==> config.mk <==
export PLATFORM = sky130hd
export DESIGN_NAME = nocr_type_router
export DESIGN_NICKNAME = d
export VERILOG_FILES = /design/src/rtl/nocr_pkg.sv /design/src/rtl/nocr_fifo.sv /design/src/rtl/nocr_type_router.sv
export SDC_FILE = /design/constraint.sdc
export NUM_CORES = 1
export LEC_CHECK = 0
export CORE_ASPECT_RATIO = 0.6
export CORE_UTILIZATION = 60
export CTS_CLUSTER_SIZE = 16
export DETAILED_ROUTE_END_ITERATION = 8
export DONT_BUFFER_PORTS = 1
export PLACE_DENSITY = 0.87
export SLEW_MARGIN = 20
export SYNTH_ARGS = -nofsm -noshare
export SYNTH_HDL_FRONTEND = slang
export SYNTH_SLANG_ARGS = --single-unit
==> constraint.sdc <==
create_clock -name clk -period 4.01 [get_ports clk]
set_clock_uncertainty 0.15 [all_clocks]
set_input_delay 0.2005 -clock clk [delete_from_list [all_inputs] [get_ports clk]]
set_output_delay 0.2005 -clock clk [all_outputs]
set_load 0.01 [all_outputs]
==> src/rtl/nocr_pkg.sv <==
// Shared types and constants for the NoC type router.
// Packet type encoding, type-FIFO count and drop counter width.
package nocr_pkg;

    typedef enum logic [1:0] {
        DATA     = 2'b00,
        CONTROL  = 2'b01,
        RESPONSE = 2'b10,
        RESERVE  = 2'b11
    } pkt_type_e;

    localparam int NUM_TYPES  = 4;
    localparam int DROP_CNT_W = 8;

    function automatic logic [1:0] rr_idx(
        input logic [1:0] base,
        input int unsigned off
    );
        return base + off[1:0];
    endfunction

endpackage

==> src/rtl/nocr_fifo.sv <==
// Synchronous FIFO with wrap-bit pointers and a registered storage array.
// Pushes are ignored when full and pops are ignored when empty.
module nocr_fifo #(
    parameter int WIDTH = 8,
    parameter int DEPTH = 4
) (
    input  logic             clk,
    input  logic             reset,
    input  logic             push,
    input  logic             pop,
    input  logic [WIDTH-1:0] din,
    output logic             full,
    output logic             empty,
    output logic [WIDTH-1:0] head
);
    localparam int AW = $clog2(DEPTH);

    logic [AW:0]      wr_q;
    logic [AW:0]      rd_q;
    logic [AW:0]      count;
    logic [WIDTH-1:0] mem_q [DEPTH];
    logic             do_push;
    logic             do_pop;

    assign count   = wr_q - rd_q;
    assign full    = (count == (AW+1)'(DEPTH));
    assign empty   = (count == '0);
    assign do_push = push && !full;
    assign do_pop  = pop && !empty;
    assign head    = mem_q[rd_q[AW-1:0]];

    always_ff @(posedge clk or negedge reset) begin
        if (!reset) begin
            wr_q <= '0;
            rd_q <= '0;
        end else begin
            if (do_push) wr_q <= wr_q + (AW+1)'(1);
            if (do_pop)  rd_q <= rd_q + (AW+1)'(1);
        end
    end

    // Storage needs no reset: empty masks the head at the top level.
    always_ff @(posedge clk) begin
        if (do_push) mem_q[wr_q[AW-1:0]] <= din;
    end

endmodule

==> src/rtl/nocr_type_router.sv <==
// NoC receive router: decodes packets into per-type FIFOs and drains
// them onto one output stream with a round-robin arbiter.
module nocr_type_router
    import nocr_pkg::*;
#(
    parameter  int DATA_W     = 8,
    parameter  int NUM_DEST   = 4,
    parameter  int FIFO_DEPTH = 4,
    localparam int DEST_W     = (NUM_DEST > 1) ? $clog2(NUM_DEST) : 1,
    localparam int PKT_W      = 1 + DATA_W + 2 + DEST_W
) (
    input  logic                  clk,
    input  logic                  reset,
    input  logic                  in_valid,
    output logic                  in_ready,
    input  logic [PKT_W-1:0]      in_packet,
    input  logic [NUM_DEST-1:0]   dest_en,
    output logic                  out_valid,
    input  logic                  out_ready,
    output logic [DATA_W-1:0]     out_data,
    output logic [1:0]            out_type,
    output logic [DEST_W-1:0]     out_dest,
    output logic [NUM_TYPES-1:0]  fifo_full,
    output logic [NUM_TYPES-1:0]  fifo_empty,
    output logic [DROP_CNT_W-1:0] drop_cnt,
    input  logic                  drop_clr
);
    localparam int ENT_W = DATA_W + DEST_W;

    logic                  vld;
    logic [DATA_W-1:0]     payload;
    pkt_type_e             ptype;
    logic [DEST_W-1:0]     dest;
    logic                  dest_ok;
    logic                  drop;
    logic                  accept;
    logic [NUM_TYPES-1:0]  push;
    logic [NUM_TYPES-1:0]  pop;
    logic [ENT_W-1:0]      head [NUM_TYPES];
    logic [1:0]            grant;
    logic                  found;
    logic                  hs;
    logic [1:0]            rr_ptr_q;
    logic [1:0]            rr_ptr_d;
    logic [DROP_CNT_W-1:0] drop_cnt_q;
    logic [DROP_CNT_W-1:0] drop_cnt_d;

    assign vld     = in_packet[PKT_W-1];
    assign payload = in_packet[PKT_W-2 -: DATA_W];
    assign ptype   = pkt_type_e'(in_packet[DEST_W+1:DEST_W]);
    assign dest    = in_packet[DEST_W-1:0];

    // Range test first so a non-power-of-two NUM_DEST never indexes past dest_en.
    assign dest_ok  = (32'(dest) < NUM_DEST) && dest_en[dest];
    assign drop     = !vld || !dest_ok;
    assign in_ready = drop || !fifo_full[ptype];
    assign accept   = in_valid && in_ready;

    for (genvar t = 0; t < NUM_TYPES; t++) begin : g_fifo
        assign push[t] = accept && !drop && (ptype == pkt_type_e'(t));
        assign pop[t]  = hs && (grant == 2'(t));

        nocr_fifo #(
            .WIDTH (ENT_W),
            .DEPTH (FIFO_DEPTH)
        ) u_fifo (
            .clk   (clk),
            .reset (reset),
            .push  (push[t]),
            .pop   (pop[t]),
            .din   ({payload, dest}),
            .full  (fifo_full[t]),
            .empty (fifo_empty[t]),
            .head  (head[t])
        );
    end

    always_comb begin
        grant = rr_ptr_q;
        found = 1'b0;
        for (int i = 0; i < NUM_TYPES; i++) begin
            if (!found && !fifo_empty[rr_idx(rr_ptr_q, i)]) begin
                grant = rr_idx(rr_ptr_q, i);
                found = 1'b1;
            end
        end
    end

    assign out_valid = found;
    assign hs        = out_valid && out_ready;
    assign out_data  = out_valid ? head[grant][ENT_W-1:DEST_W] : '0;
    assign out_dest  = out_valid ? head[grant][DEST_W-1:0] : '0;
    assign out_type  = out_valid ? grant : 2'b00;
    assign rr_ptr_d  = hs ? grant + 2'd1 : rr_ptr_q;

    always_comb begin
        drop_cnt_d = drop_cnt_q;
        if (drop_clr) begin
            drop_cnt_d = '0;
        end else if (accept && drop && (drop_cnt_q != '1)) begin
            drop_cnt_d = drop_cnt_q + DROP_CNT_W'(1);
        end
    end

    always_ff @(posedge clk or negedge reset) begin
        if (!reset) begin
            rr_ptr_q   <= '0;
            drop_cnt_q <= '0;
        end else begin
            rr_ptr_q   <= rr_ptr_d;
            drop_cnt_q <= drop_cnt_d;
        end
    end

    assign drop_cnt = drop_cnt_q;

endmodule
# Word level (Yosys, flattened, before mapping)
# Memory sizes are Yosys's and may differ from the RTL's.
# Cells that the tools add are included.
[word_totals]
reg_bits = 34
ramBits = 160
in_bits = 22
out_inout_bits = 30
word_cells = 135
memories = 4
[memory_table]
columns = ["name", "words", "word_bits", "read_ports", "rd_clocked_by_memory_dff", "write_ports", "line_no", "text"]
rows = [
  ["g_fifo[0].u_fifo.mem_q", 4, 10, 1, 0, 1, "nocr_fifo.sv:21", "logic [WIDTH-1:0] mem_q [DEPTH];"],
  ["g_fifo[1].u_fifo.mem_q", 4, 10, 1, 0, 1, "nocr_fifo.sv:21", ""],
  ["g_fifo[2].u_fifo.mem_q", 4, 10, 1, 0, 1, "nocr_fifo.sv:21", ""],
  ["g_fifo[3].u_fifo.mem_q", 4, 10, 1, 0, 1, "nocr_fifo.sv:21", ""],
]
[op_classes]
addsub = 17
order_cmp = 7
n_eq_ne = 11
muxes = 35
bitwise = 1
reduce_logical = 50
[ops]
columns = ["cell", "n"]
rows = [
  ["3-bit by 1-bit adder with 3-bit output, second input constant", 8],
  ["1-bit logical AND", 24],
  ["8-bit 2-to-1 mux", 3],
  ["10-bit binary-select mux with 2-bit select", 1],
  ["10-bit 2-to-1 mux", 2],
  ["2-bit by 3-bit < comparator with 1-bit output, second input constant", 6],
  ["1-bit 2-to-1 mux", 18],
  ["1-bit logical NOT", 17],
  ["1-bit binary-select mux with 2-bit select", 6],
  ["3-bit equality test, second input constant", 4],
  ["3-bit logical NOT", 4],
  ["3-bit subtractor", 4],
  ["2-bit 2-to-1 mux", 5],
  ["8-bit by 1-bit adder with 8-bit output, second input constant", 1],
  ["2-bit equality test, second input constant", 4],
  ["8-bit inequality test, second input constant", 1],
  ["2-bit by 1-bit adder with 2-bit output, second input constant", 2],
  ["2-bit adder, second input constant", 2],
  ["2-bit by 1-bit equality test with 1-bit output, second input constant", 2],
  ["2-bit logical NOT", 2],
  ["3-bit greater-or-equal comparator, second input constant", 1],
  ["2-bit inverter with 3-bit output", 1],
  ["1-bit logical OR", 2],
  ["2-bit nonzero test", 1],
]

# Logic depth before layout (Yosys ltp)
[depth]
word_depth = 18
ltp_mapped = 13
depth_no_buf = 10

# Cells and area by module
# Synthesis repeated with hierarchy kept, for this count alone.
[hier_totals]
hier_cells = 492
hier_area_um2 = 8703.3
[by_module_without_submodules]
columns = ["mod", "instances", "cells_each", "area_each_um2", "seq_area_each_um2"]
rows = [
  ["nocr_fifo", 4, 89, 1885.6, 1351.3],
  ["nocr_type_router", 1, 136, 1161.1, 250.2],
]

# Least setup slack after synthesis
# Ideal clock, no wire load.
[synth_timing]
path_kind = "reg-to-output"
from = "register g_fifo[2].u_fifo.rd_q[1]"
to = "output port out_data[0]"
arrival_ps = 2597
required_ps = 3659
path_slack_ps = 1063
path_stages_with_launch = 12
path_buffers = 2
cell_sequence = "dfrtp_1 -> buf_1 -> inv_1 -> ha_1 -> nor2b_1 -> nor3b_2 -> nor2_1 -> o311ai_1 -> nand2_2 -> buf_4 -> mux2i_1 -> o22ai_1"
[synth_between]
elab_chain_cells = 18
elab_cells_between_ends = 31
cone_classes = "1 x add/sub; 19 x mux; 1 x bitwise; 9 x reduce/logical; 1 x memory"
[synth_rtl]
columns = ["element", "line_no", "text"]
rows = [
  ["from (decl)", "nocr_fifo.sv:19", "logic [AW:0] rd_q;"],
  ["from (signal assigned)", "nocr_fifo.sv:38", "if (do_pop) rd_q <= rd_q + (AW+1)'(1);"],
  ["3-bit subtractor", "nocr_fifo.sv:25", "assign count = wr_q - rd_q;"],
  ["3-bit logical NOT", "nocr_fifo.sv:27", "assign empty = (count == '0);"],
  ["1-bit binary-select mux with 2-bit select", "nocr_type_router.sv:82", "if (!found && !fifo_empty[rr_idx(rr_ptr_q, i)]) begin"],
  ["1-bit 2-to-1 mux (implied by the code)", "nocr_type_router.sv:82", ""],
  ["1-bit logical NOT", "nocr_type_router.sv:82", ""],
  ["1-bit logical AND", "nocr_type_router.sv:82", ""],
  ["1-bit 2-to-1 mux", "nocr_type_router.sv:82", ""],
  ["1-bit logical NOT", "nocr_type_router.sv:82", ""],
  ["1-bit logical AND", "nocr_type_router.sv:82", ""],
  ["1-bit 2-to-1 mux", "nocr_type_router.sv:82", ""],
  ["1-bit logical NOT", "nocr_type_router.sv:82", ""],
  ["1-bit logical AND", "nocr_type_router.sv:82", ""],
  ["2-bit 2-to-1 mux", "nocr_type_router.sv:82", ""],
  ["2-bit inverter with 3-bit output (implied by the code)", "nocr_type_router.sv:91", "assign out_data = out_valid ? head[grant][ENT_W-1:DEST_W] : '0;"],
  ["10-bit binary-select mux with 2-bit select", "nocr_type_router.sv:91", ""],
  ["10-bit 2-to-1 mux (2 in series)", "n/a", ""],
  ["8-bit 2-to-1 mux *", "nocr_type_router.sv:91", ""],
  ["to (decl)", "nocr_type_router.sv:20", "output logic [DATA_W-1:0] out_data,"],
]
# Every way passes the cells marked *; elsewhere a longest branch is shown, timed or not. The select of a mux whose other input is x is not followed.

# Final worst setup path
[layout_timing]
from = "register g_fifo[2].u_fifo.wr_q[0]"
to = "output port out_data[2]"
[layout_between]
elab_chain_cells = 18
elab_cells_between_ends = 30
cone_classes = "1 x add/sub; 19 x mux; 1 x bitwise; 9 x reduce/logical"
[layout_rtl]
columns = ["element", "line_no", "text"]
rows = [
  ["from (decl)", "nocr_fifo.sv:18", "logic [AW:0] wr_q;"],
  ["from (signal assigned)", "nocr_fifo.sv:37", "if (do_push) wr_q <= wr_q + (AW+1)'(1);"],
  ["3-bit subtractor *", "nocr_fifo.sv:25", ""],
  ["3-bit logical NOT *", "nocr_fifo.sv:27", ""],
  ["1-bit binary-select mux with 2-bit select", "nocr_type_router.sv:82", ""],
  ["1-bit 2-to-1 mux (implied by the code)", "nocr_type_router.sv:82", ""],
  ["1-bit logical NOT", "nocr_type_router.sv:82", ""],
  ["1-bit logical AND", "nocr_type_router.sv:82", ""],
  ["1-bit 2-to-1 mux", "nocr_type_router.sv:82", ""],
  ["1-bit logical NOT", "nocr_type_router.sv:82", ""],
  ["1-bit logical AND", "nocr_type_router.sv:82", ""],
  ["1-bit 2-to-1 mux", "nocr_type_router.sv:82", ""],
  ["1-bit logical NOT", "nocr_type_router.sv:82", ""],
  ["1-bit logical AND", "nocr_type_router.sv:82", ""],
  ["2-bit 2-to-1 mux", "nocr_type_router.sv:82", ""],
  ["2-bit inverter with 3-bit output (implied by the code)", "nocr_type_router.sv:91", ""],
  ["10-bit binary-select mux with 2-bit select", "nocr_type_router.sv:91", ""],
  ["10-bit 2-to-1 mux (2 in series)", "n/a", ""],
  ["8-bit 2-to-1 mux *", "nocr_type_router.sv:91", ""],
]
# Marks and branches as above.

==> results.md <==
- Status: finished, final reports clean
- Slew headroom: 0.494
- Grt ovf: 0
- WHS: 0.0607 ns
- Predominant post-synthesis flop cell: edfxtp_1
- Initial core utilization: 0.620
- Total Die Area: 0.0147 mm^2
- Crit path kind: reg2out
- Final Cycle Share: 0.957
- RSZ-0062 raised after global routing: false
- Die W: 156 um
- Setup crit start kind: flop
- Worst Slack Setup Final: 0.171 ns
- Drt pass-1 iters: 6
- Synthesized area: 0.00852 mm^2
- Root buffer cell: clkbuf_16
- Worst Tran Pin Value: 0.752 ns
- Diodes inserted: 0
- Fmax: 260 MHz
- Residual DRC: 0
- Lkg Pwr: 0.00338 uW
- Drt initial violations: 491
- Clk_lat worst skew: 0.43 ns
- Port-buffer cells: 0
- Core region area: 0.0137 mm^2
- Detailed placement HPWL: 11600 um
- Setup_tns: 0 ns
- WL final: 17600 um
- Clock-pin slew on the worst setup and hold paths: 0.07 ns
- NumNets Final: 558
- Number of setup buffers added after CTS: 0
- Pins Over Slew Limit: 0
- Pin count of the biggest net entering global routing: 35
- Worst Hold Class: in2async
- Final worst path period need: 3.84 ns
- Yosys cell types: 49
- Ys async rst share: 0.175
- Ports: 52
- Gr usage total: 0.264
- H-tree levels: 4
- P&R area growth vs syn: 11.3%
- Critical Path Fanout Max: 19
- Wire length of the first global-routing pass: 27000 um
- Post-synthesis sequential area ratio: 0.664
- TritonCTS Buffers: 17
- Final Hold Violating Endpoints: 0
- Initial antenna violation count: 1
- YS warnings: 0
- Net Count, Synth: 533
- Vias in the first global route: 4487
- Final GP Congestion: 0.834
- Synth Instances: 482
- Setup violators final: 0
- Critical Path Sink Type: output pin
- Pwr dens: 758 mW/mm^2
- DIE HEIGHT: 94.3 um
- Vias: 4472
- Clk buf depth: 2
- WL per Instance: 24.7 um
- Crit path required time: 3.66 ns
- Share of cells above drive strength 1: 0.210
- WP data arrival: 3.49 ns
- CTS tree: done
- CTS Sinks: 194
- Rows: 33
- Routed vias/inst: 6.28
- Synth Register Bits: 194
- Max-Cap Viols: 0
- Setup WS pre-CTS: 0.601 ns
- Remaining antenna violation count: 0
- VDD IR max: 0.000458 V
- Post-synth EDFFs: 160
- Mean Syn Cell Area: 17.7 um^2
==> state kept, by name (all words and copies together) (netlist names) <==
| name | cells |
|---|---|
| rr_ptr_q | 2 |
| drop_cnt | 8 |
| g_fifo.u_fifo.mem_q | 160 |
| g_fifo.u_fifo.wr_q | 12 |
| g_fifo.u_fifo.rd_q | 12 |
==> layout by cell type (no fill, tap or decap), types with 12 or more instances in the layout <==
master           n
edfxtp_1       160
mux4_2          42
dfrtp_1         34
ha_1            29
mux2i_1         21
and2_1          19
inv_1           18
clkbuf_16       17
dlygate4sd3_1   17
nand2_1         16
xor2_1          14
xnor2_1         12
o22ai_1         12
==> critical path: stages, from the launching register on <==
cell and delay [ns]:
dfrtp_1 0.42, inv_1 0.18, ha_1 0.17, nor2b_1 0.33, nor3b_2 0.35, o311ai_0 0.27
a32oi_1 0.36, nand2_4 0.29, buf_4 0.28, mux2i_1 0.13, o22ai_1 0.27
==> layer usage <==
| metal | wire (um) | GRT usage | vias to the layer above | part of all wire |
|---|---|---|---|---|
| met3 | 1400 | 0.0696 | 40 | 0.080 |
| met4 | 388 | 0.0980 | 2 | 0.022 |
| li1 | - | - | 1920 | - |
| met1 | 7750 | 0.382 | 2293 | 0.44 |
| met5 | 12 | 0 | - | 0.00068 |
| met2 | 8000 | 0.392 | 217 | 0.46 |
==> cell type report <==
class / instances / area [um^2]
timing repair buffer: 28 / 265
inverter: 20 / 75.1
fill: 837 / 4270
tap: 192 / 240
sequential: 194 / 5660
clock inverter: 15 / 163
multi-input combinational: 246 / 2660
clock buffer: 17 / 425
==> where the power goes <==
part	internal [uW]	switching (uW)	total, uW
logic	1220	1760	2970
registers	2350	173	2520
clock network	890	799	1690
==> through the flow <==
stage	util	cells	area (um^2)	power (uW)
floorplan	-	482	8520	4910
global placement	0.633	662	8700	5320
detailed placement	0.633	662	8700	5440
CTS	0.689	712	9480	7210
global route	0.690	712	9480	7520
finish	0.690	712	9480	7180
==> cell usage after synthesis (4+ instances only) <==
| master | instances | share of area |
|---|---|---|
| edfxtp_1 | 160 | 0.56 |
| mux4_2 | 42 | 0.11 |
| dfrtp_1 | 34 | 0.10 |
| ha_1 | 29 | 0.043 |
| mux2i_1 | 21 | 0.025 |
| and2_1 | 19 | 0.014 |
| inv_1 | 18 | 0.0079 |
| nand2_1 | 16 | 0.0070 |
| xor2_1 | 14 | 0.014 |
| o22ai_1 | 12 | 0.0088 |
| xnor2_1 | 12 | 0.012 |
| buf_4 | 10 | 0.0088 |
| o21ai_0 | 10 | 0.0059 |
| nor2b_1 | 8 | 0.0059 |
| nor2_1 | 7 | 0.0031 |
| nand4_1 | 6 | 0.0044 |
| buf_1 | 5 | 0.0022 |
| clkbuf_1 | 5 | 0.0022 |
| a21oi_1 | 4 | 0.0023 |
==> kinds of logic (layout without fill, tap and decap cells) <==
logic type               count (synthesis)  after routing  synth area share
flip-flops                             194            194             0.664
AND/OR/NAND/NOR                         85             85            0.0668
multiplexers                            67             67             0.142
buffers and inverters                   42             80            0.0247
AO/OA/AOI/OAI                           36             36            0.0278
adder cells (fa/ha/maj)                 29             29            0.0426
XOR/XNOR                                29             29            0.0325
==> timing repair <==
action                     CTS  global route
gates resized for setup      0             1
hold endpoints to repair   215             0
hold buffers                18             0
setup endpoints to repair    0             8
==> final timing paths <==
check / startpoint / to / slack, ns / depth (start not counted)
hold reg to reg: g_fifo[1].u_fifo.wr_q[2] / g_fifo[1].u_fifo.wr_q[2] / 0.34 / 1
min in group clk: out_ready / g_fifo[0].u_fifo.rd_q[0] / 0.08 / 3
max in group asynchronous: reset / g_fifo[3].u_fifo.rd_q[0] / 3.45 / 2
hold / removal: reset / drop_cnt[1] / 0.06 / 2
setup / recovery: g_fifo[2].u_fifo.wr_q[0] / out_data[2] / 0.17 / 10
setup reg to reg: g_fifo[2].u_fifo.wr_q[0] / g_fifo[0].u_fifo.rd_q[2] / 0.56 / 10
(Power assumes the default switching activity.)
